`config.mk`:
```
export PLATFORM = sky130hd
export DESIGN_NAME = alu_pipe
export DESIGN_NICKNAME = d
export VERILOG_FILES = /design/src/rtl/alu_pkg.sv /design/src/rtl/alu_core.sv /design/src/rtl/alu_pipe.sv
export SDC_FILE = /design/constraint.sdc
export NUM_CORES = 1
export LEC_CHECK = 0
export CAP_MARGIN = 20
export CORE_MARGIN = 2
export CORE_UTILIZATION = 30
export CTS_CLUSTER_DIAMETER = 120
export DETAILED_ROUTE_END_ITERATION = 8
export PLACE_DENSITY_LB_ADDON = 0.1
export SYNTH_ARGS = -nofsm -noshare
export SYNTH_HDL_FRONTEND = slang
export SYNTH_SLANG_ARGS = --single-unit
```
`constraint.sdc`:
```
create_clock -name clk -period 7.1 [get_ports clk]
set_clock_uncertainty 0.1 [all_clocks]
set_input_delay 1.42 -clock clk [delete_from_list [all_inputs] [get_ports clk]]
set_output_delay 1.42 -clock clk [all_outputs]
set_load 0.03 [all_outputs]
```
`src/rtl/alu_pkg.sv`:
```
// Shared types for the handshaked ALU: opcodes, sequencer states and result flags.
package alu_pkg;

  typedef enum logic [2:0] {
    OpAdd  = 3'b000,
    OpSub  = 3'b001,
    OpAnd  = 3'b010,
    OpOr   = 3'b011,
    OpXor  = 3'b100,
    OpSlt  = 3'b101,
    OpSltu = 3'b110,
    OpMul  = 3'b111
  } alu_op_t;

  typedef enum logic [1:0] {
    StIdle = 2'b00,
    StMul  = 2'b01,
    StDone = 2'b10
  } alu_state_t;

  typedef struct packed {
    logic zero;
    logic neg;
    logic carry;
    logic overflow;
  } alu_flags_t;

endpackage

```
`src/rtl/alu_core.sv`:
```
// Combinational add/sub/logic/compare datapath; the multiply opcode yields 0 with all flags clear.
module alu_core
  import alu_pkg::*;
#(
  parameter int unsigned N = 32
) (
  input  logic [N-1:0] a,
  input  logic [N-1:0] b,
  input  alu_op_t      op,
  output logic [N-1:0] result,
  output alu_flags_t   flags
);

  logic         is_sub;
  logic [N-1:0] b_eff;
  logic [N:0]   sum;

  // Subtraction reuses the adder as a + ~b + 1.
  assign is_sub = (op == OpSub);
  assign b_eff  = is_sub ? ~b : b;
  assign sum    = {1'b0, a} + {1'b0, b_eff} + {{N{1'b0}}, is_sub};

  always_comb begin
    result = '0;
    flags  = '0;
    unique case (op)
      OpAdd, OpSub: begin
        result         = sum[N-1:0];
        flags.carry    = sum[N];
        flags.overflow = (a[N-1] == b_eff[N-1]) && (sum[N-1] != a[N-1]);
      end
      OpAnd:  result = a & b;
      OpOr:   result = a | b;
      OpXor:  result = a ^ b;
      OpSlt:  result = {{(N-1){1'b0}}, ($signed(a) < $signed(b))};
      OpSltu: result = {{(N-1){1'b0}}, (a < b)};
      OpMul:  result = '0;
    endcase
    if (op != OpMul) begin
      flags.zero = (result == '0);
      flags.neg  = result[N-1];
    end
  end

endmodule

```
`src/rtl/alu_pipe.sv`:
```
// Valid/ready ALU with registered result and flags; one op in flight, iterative shift-add multiply.
module alu_pipe
  import alu_pkg::*;
#(
  parameter int unsigned N      = 32,
  parameter bit          MUL_EN = 1'b1
) (
  input  logic         clk,
  input  logic         reset,
  input  logic         in_valid,
  output logic         in_ready,
  input  logic [N-1:0] a,
  input  logic [N-1:0] b,
  input  logic [2:0]   ctrl,
  output logic         out_valid,
  input  logic         out_ready,
  output logic [N-1:0] result,
  output logic         zero,
  output logic         neg,
  output logic         carry,
  output logic         overflow,
  output logic         busy
);

  localparam int unsigned CntW = $clog2(N) + 1;

  alu_state_t     state_q;
  logic [N-1:0]   result_q;
  alu_flags_t     flags_q;
  logic [2*N-1:0] mcand_q;
  logic [2*N-1:0] acc_q;
  logic [N-1:0]   mplier_q;
  logic [CntW-1:0] cnt_q;

  alu_op_t        op;
  logic [N-1:0]   core_result;
  alu_flags_t     core_flags;
  logic           accept;
  logic           start_mul;
  logic           last_step;
  logic [2*N-1:0] acc_next;

  assign op = alu_op_t'(ctrl);

  alu_core #(.N(N)) u_core (
    .a      (a),
    .b      (b),
    .op     (op),
    .result (core_result),
    .flags  (core_flags)
  );

  assign in_ready  = !reset && ((state_q == StIdle) || ((state_q == StDone) && out_ready));
  assign accept    = in_valid && in_ready;
  assign start_mul = MUL_EN && (op == OpMul);
  assign acc_next  = mplier_q[0] ? (acc_q + mcand_q) : acc_q;
  assign last_step = (cnt_q == CntW'(N - 1));

  assign out_valid = (state_q == StDone);
  assign busy      = (state_q == StMul);
  assign result    = result_q;
  assign zero      = flags_q.zero;
  assign neg       = flags_q.neg;
  assign carry     = flags_q.carry;
  assign overflow  = flags_q.overflow;

  always_ff @(posedge clk or posedge reset) begin
    if (reset) begin
      state_q  <= StIdle;
      result_q <= '0;
      flags_q  <= '0;
      mcand_q  <= '0;
      acc_q    <= '0;
      mplier_q <= '0;
      cnt_q    <= '0;
    end else begin
      unique case (state_q)
        StIdle, StDone: begin
          if (accept) begin
            if (start_mul) begin
              mcand_q  <= {{N{1'b0}}, a};
              mplier_q <= b;
              acc_q    <= '0;
              cnt_q    <= '0;
              state_q  <= StMul;
            end else begin
              result_q <= core_result;
              flags_q  <= core_flags;
              state_q  <= StDone;
            end
          end else if ((state_q == StDone) && out_ready) begin
            state_q <= StIdle;
          end
        end
        StMul: begin
          acc_q    <= acc_next;
          mcand_q  <= mcand_q << 1;
          mplier_q <= mplier_q >> 1;
          cnt_q    <= cnt_q + 1'b1;
          // Final step publishes the low half; any high-half bit means the product overflowed.
          if (last_step) begin
            result_q          <= acc_next[N-1:0];
            flags_q.zero      <= (acc_next[N-1:0] == '0);
            flags_q.neg       <= acc_next[N-1];
            flags_q.carry     <= 1'b0;
            flags_q.overflow  <= |acc_next[2*N-1:N];
            state_q           <= StDone;
          end
        end
        default: state_q <= StIdle;
      endcase
    end
  end

endmodule
```
**Word-level counts from Yosys, hierarchy flattened**

Index checks and enable logic that the tools add are counted.

- Add/sub/neg operators: 4
- Magnitude comparators: 2
- Equal/unequal tests: 18
- Mux-type cells: 30
- Bitwise operators: 4
- Reduce and logical (&&, ||, !) cells: 17

Operators with widths:

| kind | number |
|---|---|
| 2-to-1 mux 64 bit | 5 |
| one-hot mux 64 bit (2 select lines) | 2 |
| one-hot mux 32 bit (7 select lines) | 1 |
| 2-to-1 mux 32 bit | 6 |
| one-hot mux 32 bit (2 select lines) | 2 |
| adder 64 bit | 1 |
| logical NOT 32 bit | 2 |
| less-than comparator 32 bit | 2 |
| adder 32 x 32 -> 33 bit | 1 |
| adder 33 x 1 -> 33 bit | 1 |
| AND 32 bit | 1 |
| NOT 32 bit | 1 |
| bitwise OR 32 bit | 1 |
| OR reduction 32 bit | 1 |
| bitwise XOR 32 bit | 1 |
| equality test 3 bit (second input constant) | 4 |
| 2-to-1 mux 2 bit | 6 |
| 2-to-1 mux 4 bit | 3 |
| 2-to-1 mux 6 bit | 2 |
| one-hot mux 6 bit (2 select lines) | 1 |
| one-hot mux 4 bit (2 select lines) | 1 |
| adder 6 x 1 -> 6 bit (second input constant) | 1 |
| equality test 3 x 2 -> 1 bit (second input constant) | 2 |
| equality test 6 x 5 -> 1 bit (second input constant) | 1 |
| other kinds (19) | 26 |

- Flip-flop bits (word level): 204
- Input port bits: 71
- Output and inout bits: 39
- Word-level logic and storage cells: 85

**Depth between registers and ports, before layout**

- Depth in word-level cells: 10
- Depth in mapped cells: 21
- Depth with buffers taken out: 16

**Hierarchy**

A second synthesis with hierarchy kept.

- Cell total of the unflattened synthesis: 2,385
- Area total of the unflattened synthesis: 18,694.2 um2

By module, submodules not included:

| module | times used | cells an instance | area an instance (um2) | sequential area each (um2) |
|---|---|---|---|---|
| alu_pipe | 1 | 1,649 | 13,487.9 | 5,104.9 |
| alu_core | 1 | 736 | 5,206.2 | 0.0 |

**Worst setup path before layout**

OpenSTA, ideal clock, no wires.

- Path kind: input to register
- From: input port ctrl[2]
- To: register, netlist name zero
- Library setup time: 0.080 ns
- Data arrival time: 5.769 ns
- Data required time: 6.920 ns
- Setup slack: 1.151 ns
- Stages on the path: 20
- Path buffers: 4
- Cell sequence: buf_2 > or2_1 > buf_2 > buf_1 > nor2_1 > buf_1 > xnor2_1 > ha_1 > a21oi_2 > o21ai_4 > a2111oi_4 > nor3_1 > or4_1 > nor4_1 > nand4_1 > and4b_1 > nand4_1 > nor4_1 > nand4_1 > o211ai_2

- Cells in the longest elaborated chain, start to end: 10
- Elaborated cells between the ends (all ways): 21
- Classes of those cells: 2 x add/sub; 9 x eq/ne; 6 x mux; 4 x reduce/logical

Ends and longest elaborated chain:

| element | RTL line | RTL |
|---|---|---|
| start: declaration | alu_pipe.sv:14 | `input logic [2:0] ctrl,` |
| equality test 3 x 1 -> 1 bit | alu_core.sv:19, alu_core.sv:26 |  |
| 2-to-1 mux 32 bit | alu_core.sv:20 | `assign b_eff = is_sub ? ~b : b;` |
| adder 32 x 32 -> 33 bit | alu_core.sv:21 | `assign sum = {1'b0, a} + {1'b0, b_eff} + {{N{1'b0}}, is_sub};` |
| adder 33 x 1 -> 33 bit | alu_core.sv:21 |  |
| one-hot mux 32 bit (7 select lines) | alu_core.sv:26 | `unique case (op)` |
| logical NOT 32 bit | alu_core.sv:40 | `flags.zero = (result == '0);` |
| 2-to-1 mux 2 bit | alu_core.sv:39 | `if (op != OpMul) begin` |
| 2-to-1 mux 4 bit | alu_pipe.sv:80 | `if (start_mul) begin` |
| 2-to-1 mux 4 bit | alu_pipe.sv:79 | `if (accept) begin` |
| one-hot mux 4 bit (2 select lines) | alu_pipe.sv:77 | `unique case (state_q)` |

Parallel ways exist; a longest one is shown, timed or not. The select of a mux whose other input is x is not followed.
A chain may end at the register's enable or synchronous reset.

**Final worst setup path**

- From: input port ctrl[1]
- To: register, netlist name zero

- Cells in the longest elaborated chain, start to end: 10
- Elaborated cells between the ends (all ways): 21
- Classes of those cells: 2 x add/sub; 9 x eq/ne; 6 x mux; 4 x reduce/logical

Ends and longest elaborated chain:

| element | RTL line |
|---|---|
| equality test 3 x 1 -> 1 bit | alu_core.sv:19, alu_core.sv:26 |
| 2-to-1 mux 32 bit | alu_core.sv:20 |
| adder 32 x 32 -> 33 bit | alu_core.sv:21 |
| adder 33 x 1 -> 33 bit | alu_core.sv:21 |
| one-hot mux 32 bit (7 select lines) | alu_core.sv:26 |
| logical NOT 32 bit | alu_core.sv:40 |
| 2-to-1 mux 2 bit | alu_core.sv:39 |
| 2-to-1 mux 4 bit | alu_pipe.sv:80 |
| 2-to-1 mux 4 bit | alu_pipe.sv:79 |
| one-hot mux 4 bit (2 select lines) | alu_pipe.sv:77 |

Parallel ways exist; a longest one is shown, timed or not. The select of a mux whose other input is x is not followed.

==> flow_metrics.env <==
export IMPL_clockBufferDepth=3
export IMPL_cts_repair_resized=0
export IMPL_reg2reg_to="overflow"
export IMPL_holdPathEnd="result[2]"
export IMPL_syn_avg_cell_area_sq_um=7.918
export IMPL_slew_headroom=0.3253
export IMPL_dp_hpwl_microns=48930
export IMPL_synth_distinct_cells=94
export IMPL_wirelength_microns=64250
export IMPL_seqCellArea_sq_um=5106
export IMPL_cts_tree="yes"
export IMPL_critPathLaunchType="primary input"
export IMPL_final_hold_violation_count=0
export IMPL_r2r_start="mcand_q[9]"
export IMPL_synth_edf_count=0
export IMPL_clk_pin_slew_ps=60
export IMPL_detail_route_antenna_nets=0
export IMPL_clock_root_buffer="clkbuf_16"
export IMPL_status="finished clean"
export IMPL_p_leak_nw=9.307
export IMPL_drt_wirelength_per_cell_microns=20.48
export IMPL_nets=2598
export IMPL_slew_violations=0
export IMPL_end_kind="register"
export IMPL_reg2reg_depth=13
export IMPL_setup_viol=0
export IMPL_ios=110
export IMPL_gp_congestion=0.8932
export IMPL_min_delay_start="result[2]"
export IMPL_antenna_found_initial=1
export IMPL_rrSetupSlack_ps=1960
export IMPL_crit_fanout=10
export IMPL_crit_type="in2reg"
export IMPL_fmax_mhz=177.4
export IMPL_ys_seq_area_frac=0.2814
export IMPL_worstMarginPinSlew_ps=1003
export IMPL_antenna_cells=0
export IMPL_grt_pass1_vias=17050
export IMPL_syn_to_final_growth_pct=15.60
export IMPL_setup_tns_ps=0
export IMPL_hold_buffers=0
export IMPL_num_rows=90
export IMPL_async_reset_ff_frac=1.000
export IMPL_viasPerCell=5.413
export IMPL_syn_area_sq_um=18140
export IMPL_ys_ff_latch=204
export IMPL_portBuffers=109
export IMPL_power_density_nw_per_um2=401.1
export IMPL_post_cts_buffers=0
export IMPL_yosys_most_used_dff="dfrtp_1"
export IMPL_cp_arrival_ps=6040
export IMPL_ir_drop_mv=0.1860
export IMPL_multi_input_area_sq_um=12190
export IMPL_syn_num_nets=2555
export IMPL_drive_gt1_frac=0.05860
export IMPL_clkLatencyLatePin_ps=580
export IMPL_numCtsBuffers=28
export IMPL_cts_num_sinks=204
export IMPL_drt_iter0_markers=1060
export IMPL_hp_class="reg2reg"
export IMPL_die_w_microns=249.9
export IMPL_h_tree_depth=1
export IMPL_maxCapViolations=0
export IMPL_fillCellCount=6387
export IMPL_final_core_util=0.3494
export IMPL_postSynthCellCount=2291
export IMPL_vias=16980
export IMPL_grt_pass1_wl_microns=100900
export IMPL_yosysWarnings=0
export IMPL_required_ps=7500
export IMPL_start_util=0.3022
export IMPL_overflow=0
export IMPL_dieArea_sq_um=62450
export IMPL_grt_max_degree=119
export IMPL_die_h_microns=249.9
export IMPL_rsz0062_at_grt="false"
export IMPL_period_share=0.7939
export IMPL_grt_usage=0.2029
export IMPL_dr_pass1_iters=5
export IMPL_instances_no_fill=3137
export IMPL_hold_path_depth=2
export IMPL_drc_errors=0
export IMPL_dp_cells=3086
export IMPL_core_sq_um=60020
export IMPL_period_needed_ps=5637
power breakdown:
group | total [mW] | switching, mW | internal [mW] | leakage [nW]
Sequential | 2.07 | 0.422 | 1.64 | 2.51
Combinational | 4.88 | 3.03 | 1.85 | 6.31
Clock | 1.47 | 0.565 | 0.900 | 0.480
Total | 8.41 | 4.02 | 4.40 | 9.31
cells by family after synthesis:
| group | synth area share |
|---|---|
| compound gates | 0.2633 |
| buf+inv | 0.04952 |
| fa+ha+maj | 0.1339 |
| xor+xnor | 0.04828 |
| simple gates | 0.2020 |
| flops | 0.2814 |
| mux | 0.02159 |
how the worst max path moves through the flow:
stage	from	end	cells after the start	slack, ps
after floorplan	reset	acc_q[0]	1	10
after global placement	ctrl[1]	zero	17	830
after detailed placement	ctrl[1]	zero	17	780
after CTS	ctrl[1]	zero	17	1380
after global routing	ctrl[1]	zero	17	1070
final	ctrl[1]	zero	17	1460
cell usage after synthesis, types with 35 or more instances:
library cell,instances,area (sq um)
xnor2_1,77,674.4
clkbuf_1,92,345.3
nand3_1,61,305.3
nand2_1,359,1348
dfrtp_1,204,5105
nand4_1,35,219.0
a21oi_1,148,740.7
a21o_1,51,382.9
nor2_1,181,679.4
inv_1,104,390.4
ha_1,191,2390
o21ai_0,172,860.8
a31oi_1,80,500.5
through the flow:
step / instance area [sq um] / power [mW] / worst slack, ps / hold slack (ps)
floorplan: 18140 / 5.458 / 12.58 / 356.1
finish: 20970 / 8.412 / 1463 / 375.1
global placement: 20000 / 6.935 / 830.5 / 364.6
global route: 20970 / 9.148 / 1065 / 418.1
detailed placement: 20010 / 6.962 / 776.6 / 366.7
CTS: 20970 / 8.495 / 1384 / 383.2
worst max-delay path: stages:
cell and delay [ps]:
clkdlybuf4s50_1 420, or2_1 280, nor2_4 340, xnor2_1 180, fa_1 460, a21oi_2 230
o21ai_4 110, a21bo_2 230, a2111oi_0 620, o32ai_1 190, nor4_1 260, nand4_1 210
and4b_1 320, nand4_1 110, nor4_1 290, nand4_1 160, o211ai_2 190
layout by cell type, fill, tap and decap left out, types with 20 or more instances in the layout:
cell type        instances
o21bai_1                29
o22ai_1                 22
nor2_1                 177
a21o_1                  51
nand2b_1                21
dfrtp_1                203
nand4_1                 35
inv_1                  102
clkdlybuf4s50_1        109
xnor2_1                 77
mux2i_1                 29
a21oi_1                148
buf_4                   27
nand3_1                 60
a22oi_1                 31
a211oi_1                24
a31oi_1                 80
ha_1                   191
nor3_1                  28
xor2_1                  23
o21ai_0                171
clkbuf_16               29
o21a_1                  20
nand2_1                358
routing by layer:
metal  vias to the layer above  share of wire  GRT usage
li1                       8365              -          -
met1                      8217           0.47     0.2775
met2                       320           0.47     0.3390
met3                        77          0.034    0.02305
met4                         2          0.026    0.05215
met5                         -        0.00030          0
final cells by class:
cell class	count	area share
Multi-Input combinational cell	1856	0.5813
Sequential cell	204	0.2435
Timing Repair Buffer	138	0.06319
Tap cell	782	0.04666
Clock buffer	46	0.04338
Inverter	106	0.01939
Clock inverter	5	0.002566
registers in the layout (all words and copies together), names as in the netlist:
name,count
acc_q,64
mcand_q,64
mplier_q,32
result,32
cnt_q,6
state_q,2
carry,1
neg,1
overflow,1
zero,1
Note: power is estimated with default switching activity, not from simulation.
